$ cat src/rtl/serial_add_arbiter.sv
// Two-requester round-robin front end sharing one bit-serial full adder.
// Operands are summed LSB first, one bit per cycle; the result is offered on a valid/ready port.
module serial_add_arbiter #(
  parameter int W = 8
) (
  input  logic         clk,
  input  logic         rst_n,
  input  logic         req0_valid,
  input  logic [W-1:0] req0_x,
  input  logic [W-1:0] req0_y,
  output logic         req0_ready,
  input  logic         req1_valid,
  input  logic [W-1:0] req1_x,
  input  logic [W-1:0] req1_y,
  output logic         req1_ready,
  output logic         res_valid,
  input  logic         res_ready,
  output logic [W-1:0] res_sum,
  output logic         res_cout,
  output logic         res_id,
  output logic         busy
);

  // Handshake: a transfer happens on a rising edge where valid and ready are both 1.
  // reqN_ready is a single-cycle combinational grant in IDLE; res_valid holds in DONE until res_ready.

  localparam int CW = $clog2(W);

  typedef enum logic [1:0] {IDLE, RUN, DONE} state_t;

  state_t        state, state_nx;
  logic [W-1:0]  x_sh, y_sh;
  logic          carry;
  logic [CW-1:0] cnt;
  logic          last_grant;
  logic          grant0, grant1;
  logic          last_bit;
  logic          ha0_s, ha0_c, ha1_s, ha1_c, carry_nx;

  // Two cascaded half adders; the sum bit of the second is the serial sum bit.
  always_comb begin
    ha0_s    = x_sh[0] ^ y_sh[0];
    ha0_c    = x_sh[0] & y_sh[0];
    ha1_s    = ha0_s ^ carry;
    ha1_c    = ha0_s & carry;
    carry_nx = ha0_c | ha1_c;
  end

  // Contested grants go to the requester that did not win last time.
  assign grant0   = req0_valid & (~req1_valid | last_grant);
  assign grant1   = req1_valid & (~req0_valid | ~last_grant);
  assign last_bit = (cnt == CW'(W - 1));

  always_comb begin
    state_nx = state;
    case (state)
      IDLE:    if (grant0 | grant1) state_nx = RUN;
      RUN:     if (last_bit)        state_nx = DONE;
      DONE:    if (res_ready)       state_nx = IDLE;
      default:                      state_nx = IDLE;
    endcase
  end

  // Gated by rst_n so no grant is ever shown while reset is applied.
  assign req0_ready = rst_n & (state == IDLE) & grant0;
  assign req1_ready = rst_n & (state == IDLE) & grant1;
  assign res_valid  = (state == DONE);
  assign busy       = (state != IDLE);

  always_ff @(posedge clk) begin
    if (!rst_n) begin
      state      <= IDLE;
      x_sh       <= '0;
      y_sh       <= '0;
      carry      <= 1'b0;
      cnt        <= '0;
      last_grant <= 1'b1;
      res_sum    <= '0;
      res_cout   <= 1'b0;
      res_id     <= 1'b0;
    end else begin
      state <= state_nx;
      case (state)
        IDLE: begin
          if (grant0 | grant1) begin
            x_sh       <= grant0 ? req0_x : req1_x;
            y_sh       <= grant0 ? req0_y : req1_y;
            carry      <= 1'b0;
            cnt        <= '0;
            res_id     <= grant1;
            last_grant <= grant1;
          end
        end
        RUN: begin
          x_sh    <= x_sh >> 1;
          y_sh    <= y_sh >> 1;
          carry   <= carry_nx;
          cnt     <= cnt + 1'b1;
          res_sum <= {ha1_s, res_sum[W-1:1]};
          if (last_bit) res_cout <= carry_nx;
        end
        default: ;
      endcase
    end
  end

endmodule

$ cat config.mk
export PLATFORM = sky130hd
export DESIGN_NAME = serial_add_arbiter
export DESIGN_NICKNAME = d
export VERILOG_FILES = /design/src/rtl/serial_add_arbiter.sv
export SDC_FILE = /design/constraint.sdc
export NUM_CORES = 1
export LEC_CHECK = 0
export CAP_MARGIN = 30
export CORE_UTILIZATION = 47
export CTS_BUF_LIST = sky130_fd_sc_hd__clkbuf_4 sky130_fd_sc_hd__clkbuf_8
export DETAILED_ROUTE_END_ITERATION = 8
export PLACE_DENSITY = 0.82
export SLEW_MARGIN = 25
export SYNTH_ARGS = -nofsm -noshare
export SYNTH_HDL_FRONTEND = slang
export SYNTH_SLANG_ARGS = --single-unit
$ cat constraint.sdc
create_clock -name clk -period 2.2 [get_ports clk]
set_clock_uncertainty 0.15 [all_clocks]
set_input_delay 0.66 -clock clk [delete_from_list [all_inputs] [get_ports clk]]
set_output_delay 0.66 -clock clk [all_outputs]
set_load 0.01 [all_outputs]
# Word-level counts from Yosys, hierarchy flattened

Index checks and enable logic that the tools add are counted.

Bits in registers: 33
Latch bits: 0
RAM bits: 0
ROM bits: 0
Memories: 0

Add/sub/neg operators: 1
Multipliers: 0
Divide/modulo/power cells: 0
Order comparisons: 0
Eq/ne operators: 6
Shift-type cells: 0
Muxes and demuxes: 14
Bitwise gates (word level): 16
Reduce and logical (&&, ||, !) cells: 7

Operator list:

| cell                                                   | count |
|---|---|
| two-way mux 8 bit                                      | 4 |
| case mux 8 bit (2 select lines)                        | 2 |
| AND 1 bit                                              | 7 |
| two-way mux 2 bit                                      | 3 |
| case mux 2 bit (3 select lines)                        | 1 |
| case mux 3 bit (2 select lines)                        | 1 |
| AND reduction 2 bit                                    | 3 |
| inequality test 2 bit (second input constant)          | 2 |
| OR 1 bit                                               | 4 |
| nonzero test 2 bit                                     | 2 |
| adder 3 x 1 -> 3 bit (second input constant)           | 1 |
| equality test 3 bit (second input constant)            | 1 |
| two-way mux 3 bit                                      | 1 |
| NOT 1 bit                                              | 3 |
| AND reduction 3 bit                                    | 1 |
| equality test 2 x 1 -> 1 bit (second input constant)   | 1 |
| equality test 2 bit (second input constant)            | 1 |
| zero test 2 bit                                        | 1 |
| inequality test 2 x 1 -> 1 bit (second input constant) | 1 |
| case mux 1 bit (2 select lines)                        | 1 |
| bitwise XOR 1 bit                                      | 2 |
| two-way mux 1 bit                                      | 1 |

# Depth between registers and ports, before layout

Word-level depth: 6
Mapped depth: 6
Mapped depth without buffers: 5

# Worst setup path before layout

Ideal clock, no wire load.

Path kind: input-to-output
Start: in req1_valid
End: out req0_ready
Arrival time: 1.412 ns
Data required time: 1.390 ns
Path slack: -0.022 ns
Stages: 4
Buffers on the path: 1
Cell sequence: nand2b_1 > nand2_2 > buf_2 > nor3_1

Cells in the longest elaborated chain, start to end: 4

RTL lines:

| what        | RTL line | source |
|---|---|---|
| from (decl) | 12       | `input logic req1_valid,` |
| NOT 1 bit   | 50       | `assign grant0 = req0_valid & (~req1_valid \| last_grant);` |
| OR 1 bit    | 50       |  |
| AND 1 bit   | 50       |  |
| AND 1 bit   | 65       | `assign req0_ready = rst_n & (state == IDLE) & grant0;` |
| to (decl)   | 11       | `output logic req0_ready,` |

No other way between the ends.

# Worst setup path after layout

Start: in req0_valid
End: out req1_ready

Cells in the longest elaborated chain, start to end: 4

RTL lines:

| what        | RTL line | source |
|---|---|---|
| from (decl) | 8        | `input logic req0_valid,` |
| NOT 1 bit   | 51       | `assign grant1 = req1_valid & (~req0_valid \| ~last_grant);` |
| OR 1 bit    | 51       |  |
| AND 1 bit   | 51       |  |
| AND 1 bit   | 66       | `assign req1_ready = rst_n & (state == IDLE) & grant1;` |
| to (decl)   | 15       | `output logic req1_ready,` |

No other way between the ends.

==> results.md <==
- Full die area: 3420 µm²
- DR iter-0 viols: 79
- Met3 usage: 0.0637
- Worst EP required: 1.39 ns
- Synth Register Bits: 33
- Pwr/cell area: 565 nW/µm²
- WP data arrival: 1.35 ns
- Gate count of the mapped netlist: 167
- Critical-path top delay cell: clkdlybuf4s15_1
- Via density per instance: 5.40
- TNS Setup: 0 ns
- Num Clock Sinks: 33
- Final worst-path cycle share: 0.983
- Chip width: 58.5 µm
- Antenna-violating nets left: 0
- Met1 usage: 0.262
- Input/output buffers: 50
- Status: complete, no violations
- CTS root buf: clkbuf_4
- Antenna violations before repair: 0
- Most frequent cells in the layout: clkdlybuf4s50_1, dfxtp_1, nand2_1
- Worst slew pin tran: 0.370 ns
- Crit path capture type: primary output
- Inserted Diodes: 0
- Most used routing layer: met2
- Crit path buf inv count: 2
- DP Area: 2130 µm²
- Fmax: 0.462 GHz
- Commonest non-fill, non-tap cell in the layout: clkdlybuf4s50_1
- CTS buffer count: 5
- H-tree levels: 2
- Crit-path cells: clkdlybuf4s15_1 > a21boi_2 > and3_1 > buf_2
- # IOs: 51
- Largest net degree at the start of global routing: 33
- All-Layer GR Usage: 0.234
- Die height: 58.5 µm
- CP max FO: 2
- R2r endpoint: y_sh[0]
- Routed length per instance: 13.7 µm
- Design Area, Final: 2220 µm²
- Top cell type by total area after synthesis: dfxtp_1
- Final max-slew violation count: 0
- Area grow syn2layout: 47.8%
- Via count: 1486
- VDD IR max: 405 µV
- Post-route minimum period: 2.16 ns
- DR DRC count: 0
- Grt total ovfl: 0
- Synth warnings: 0
- Area contributors post-synth: dfxtp_1, mux2i_1, a22oi_1
- Avg Inst Size Synth: 8.99 µm²
- Top-area cell type share of the netlist area: 0.440
- Kind of critical path: in -> out
- Min-delay src: res_cout
- Cell family with the largest share of critical-path delay: buffers and inverters
- NumNets Final: 271
- Reg-to-Reg Start: state[0]
- WL final: 3770 µm
- CTS tree: done
- Crit. path cell count: 4
- CTS clk-pin slew, worst paths: 0.09 ns
- Final HPWL DP: 2720 µm
- Hold Crit Class: reg -> reg
- Synth Cell Area: 1500 µm²
- Synth cell types: 29
- Placer Congestion: 0.859
- Startpoint types: input pin
- Hold Crit Depth: 2
- Synthesized Nets: 207
- Pre-antenna DRT Iters: 4
- Crit path launch: req0_valid
- Core Region: 3050 µm²
- R2r setup slk: 0.48 ns
- Max-Cap Viols: 0
- Starting Density: 0.492
- Site Rows: 20
- First-pass GRT wire length: 6080 µm
- Clock buffer depth: 2
- Post-synthesis sequential area ratio: 0.440
- RSZ-0062 raised after global routing: no
- CP peak stage delay: 0.23 ns
- Met2 usage: 0.424
- Vias in the first global route: 1458
- Share of cells above drive strength 1: 0.152
- Rel. slew slack: 0.752
- Final Hold Viols: 0
- P_leak: 0.910 nW
- Hold Path Sink: res_cout
- Final setup fails: 0
- Clk_lat worst skew: 0.32 ns
- R2r worst-path depth: 6
==> flip-flops by register name, indices dropped and copies added, names as in the netlist <==
signal	flops
res_sum	8
res_cout	1
res_id	1
cnt	3
x_sh	8
state	2
carry	1
y_sh	8
last_grant	1
==> kinds of logic after synthesis <==
group	synth area share
DFF	0.440
AOI/OAI and AO/OA	0.210
buffers and inverters	0.0433
and+or+nand+nor	0.177
adders and majority gates	0.0300
muxes	0.100
==> cells in the mapped netlist <==
library cell,number
a32o_1,5
o41ai_1,1
mux2i_1,15
a31oi_1,1
o2bb2ai_1,2
o22ai_1,8
buf_4,1
buf_2,4
nor3_1,2
fa_1,1
a21boi_0,2
inv_1,2
nand2_1,20
clkbuf_1,5
ha_1,2
nand2_2,1
and2_4,1
a22oi_1,12
buf_6,1
or2_1,1
nor2_1,18
a21oi_1,11
a211oi_1,1
o211ai_1,2
dfxtp_1,33
nand3_1,2
nor2b_1,3
and3_1,1
nand2b_1,9
==> worst max-delay path by stage <==
| stage | slack, ns | endpoint |
|---|---|---|
| finish | 0.04 | req1_ready |
| global placement | -0.64 | req1_ready |
| detailed placement | -0.69 | req1_ready |
| floorplan | 0.07 | req0_ready |
| global route | 0.01 | req1_ready |
| CTS | 0.003 | req0_ready |
==> repair_timing <==
item                       4_1_cts  5_1_grt
hold buffers                     0        0
setup buffers                    2        0
setup endpoints to repair        4        2
resized for setup               24        0
pin swaps                        2        2
==> through the flow <==
stage          cells  power (mW)  worst slack [ns]  hold slack [ns]   util
3_3_place_gp     266       0.901            -0.644            0.292  0.697
2_1_floorplan    167       0.786            0.0682            0.274      -
3_5_place_dp     266       0.913            -0.694            0.295  0.697
4_1_cts          275        1.26           0.00278            0.309  0.727
6_report         275        1.25            0.0369            0.307  0.727
5_1_grt          275        1.31            0.0126            0.332  0.727
==> area by class of cell <==
class                      instances  area, µm²
sequential                        33        661
tap                               44       55.1
inverter                           2       7.51
fill                             235        833
timing repair buffer              68        631
multi-input combinational        121        807
clock buffer                       7       58.8
==> per-layer routing <==
layer / share of wire / vias up
met5: 0 / -
met2: 0.53 / 52
met4: 0.013 / 0
li1: - / 727
met3: 0.059 / 7
met1: 0.40 / 700
==> power breakdown <==
part	internal [mW]	switching (mW)
Sequential	0.631	0.0215
Combinational	0.145	0.109
Clock	0.163	0.184
Total	0.940	0.315
==> worst reg2reg max path, delay by kind of cell, from the launching register on <==
family	cells	cell delay (ns)
and+or+nand+nor	1	0.15
buffers and inverters	2	0.51
DFF	1	0.38
AOI/OAI and AO/OA	3	0.45
Power figures use the tool's default switching activity.
==> edit: new RTL, config.mk and constraints unchanged <==
Encoding of `state_t`: now one-hot (3 bits for 3 states).
--- a/src/rtl/serial_add_arbiter.sv
+++ b/src/rtl/serial_add_arbiter.sv
@@ -26,7 +26,7 @@
 
   localparam int CW = $clog2(W);
 
-  typedef enum logic [1:0] {IDLE, RUN, DONE} state_t;
+  typedef enum logic [2:0] {IDLE = 3'b001, RUN = 3'b010, DONE = 3'b100} state_t;
 
   state_t        state, state_nx;
   logic [W-1:0]  x_sh, y_sh;
Check against the original RTL: no difference found for any inputs over 10 cycles, from zero or initial values and one cycle with rst_n low; not proved beyond that.
==> edit against the original RTL <==
Final area rose by 12%; setup slack got worse by 0.0070 ns; power up 34%; final cell count grew 9.8%; sequential cell count up 1; core utilization down 0.14 points; area after synthesis increased by 14%; synthesized cell count up 13%; wire length is 7.0% higher; maximum frequency is 0.32% lower; critical path depth unchanged; critical path type is now flip-flop to output pin.
==> edit: results <==
set metrics [dict create \
    avgSynthCellArea_um2 9.03 \
    place_congestion 0.792 \
    irDropWorstVdd_uv 567 \
    synth_area_leaders "dfxtp_1 (40%), mux2i_1 (7.6%), nand2_1 (6.6%), o221ai_1 (5.6%), a21boi_0 (5.3%)" \
    nets 295 \
    synth_cell_types 40 \
    total_leakage_power_uw 0.000970 \
    dp_cells 292 \
    num_vias 1618 \
    synth.top_cells.by_count "dfxtp_1 (34), nand2_1 (30), nand3_1 (17)" \
    post-dp-hpwl_um 2810 \
    avgViaCountPerCell 5.36 \
    grt_pass1_vias 1535 \
    seq_area_frac_synth_pct 39.9 \
    grtUsageMet1_pct 26.1 \
    grt_pass1_wl_um 6870 \
    switchingPower_uw 427 \
    met3_usage_pct 6.43 \
    dr.pass1.iters 5 \
    nFillCells 273 \
    clkSlewWorstSetupHoldPaths_ns 0.12 \
    drt-total-wl_um 4040 \
    synth_nets 229 \
    ctsHtreeMaxLevel 2 \
    drtIter0Drc 110 \
    status "finished, final reports clean" \
    grt_max_degree 43 \
]
edit: final cells by class:
type	instances	area [um^2]	share of cell area [%]
Clock buffer	6	51.3	2.07
Clock inverter	2	60.1	2.42
Inverter	2	7.51	0.303
Multi-Input combinational cell	139	937	37.8
Sequential cell	34	684	27.6
Tap cell	46	57.6	2.32
Timing Repair Buffer	73	681	27.5
edit: worst max-delay path: stages, from the launching register on:
cell,delay (ns)
dfxtp_2,0.36
nor3b_4,0.22
and3_4,0.21
and2_1,0.10
buf_2,0.12
edit: power groups by stage:
stage          clock network, uW  registers [uW]  logic, uW
3_5_place_dp                   0             710        370
2_1_floorplan                  0             703        210
3_3_place_gp                   0             709        366
6_report                     606             699        382
5_1_grt                      644             706        417
4_1_cts                      610             697        372
edit: cell families (layout without fill, tap and decap cells):
family          count (synthesis)  in the layout  synth area share, %
simple gates                   75             75                 23.5
mux                            13             13                 7.62
flops                          34             34                 39.9
buf+inv                        16             83                 6.08
compound gates                 48             48                 20.2
fa+ha+maj                       3              3                 2.64
edit: what timing repair did:
action,4_1_cts,5_1_grt
hold endpoints to repair,0,0
gates resized for setup,20,6
setup buffers,1,1
setup endpoints to repair,4,4
pin swaps,1,3
hold buffers,0,0
edit: through the flow:
step,utilization (%),area [um^2],power [uW],hold slack [ns]
2_1_floorplan,-,1710,913,0.296
3_3_place_gp,69.0,2360,1070,0.302
3_5_place_dp,69.0,2360,1080,0.311
4_1_cts,72.1,2460,1680,0.326
5_1_grt,72.6,2480,1770,0.361
6_report,72.6,2480,1690,0.320
edit: worst paths after layout:
path,startpoint,endpoint,slack [ns],depth (start not counted)
hold / removal,res_sum[0]$_SDFFE_PN0P_,res_sum[0]$_SDFFE_PN0P_,0.32,2
hold reg to reg,res_sum[0]$_SDFFE_PN0P_,res_sum[0]$_SDFFE_PN0P_,0.32,2
setup / recovery,state[2]$_SDFFE_PN0P_,req1_ready,0.03,4
setup reg to reg,state[2]$_SDFFE_PN0P_,y_sh[0]$_SDFFE_PN0P_,0.43,6
edit: per-layer routing:
layer | wire length, um | up-vias
met1 | 1720 | 743
met4 | 68 | 0
met5 | 0 | -
met2 | 2010 | 53
met3 | 234 | 6
li1 | - | 816
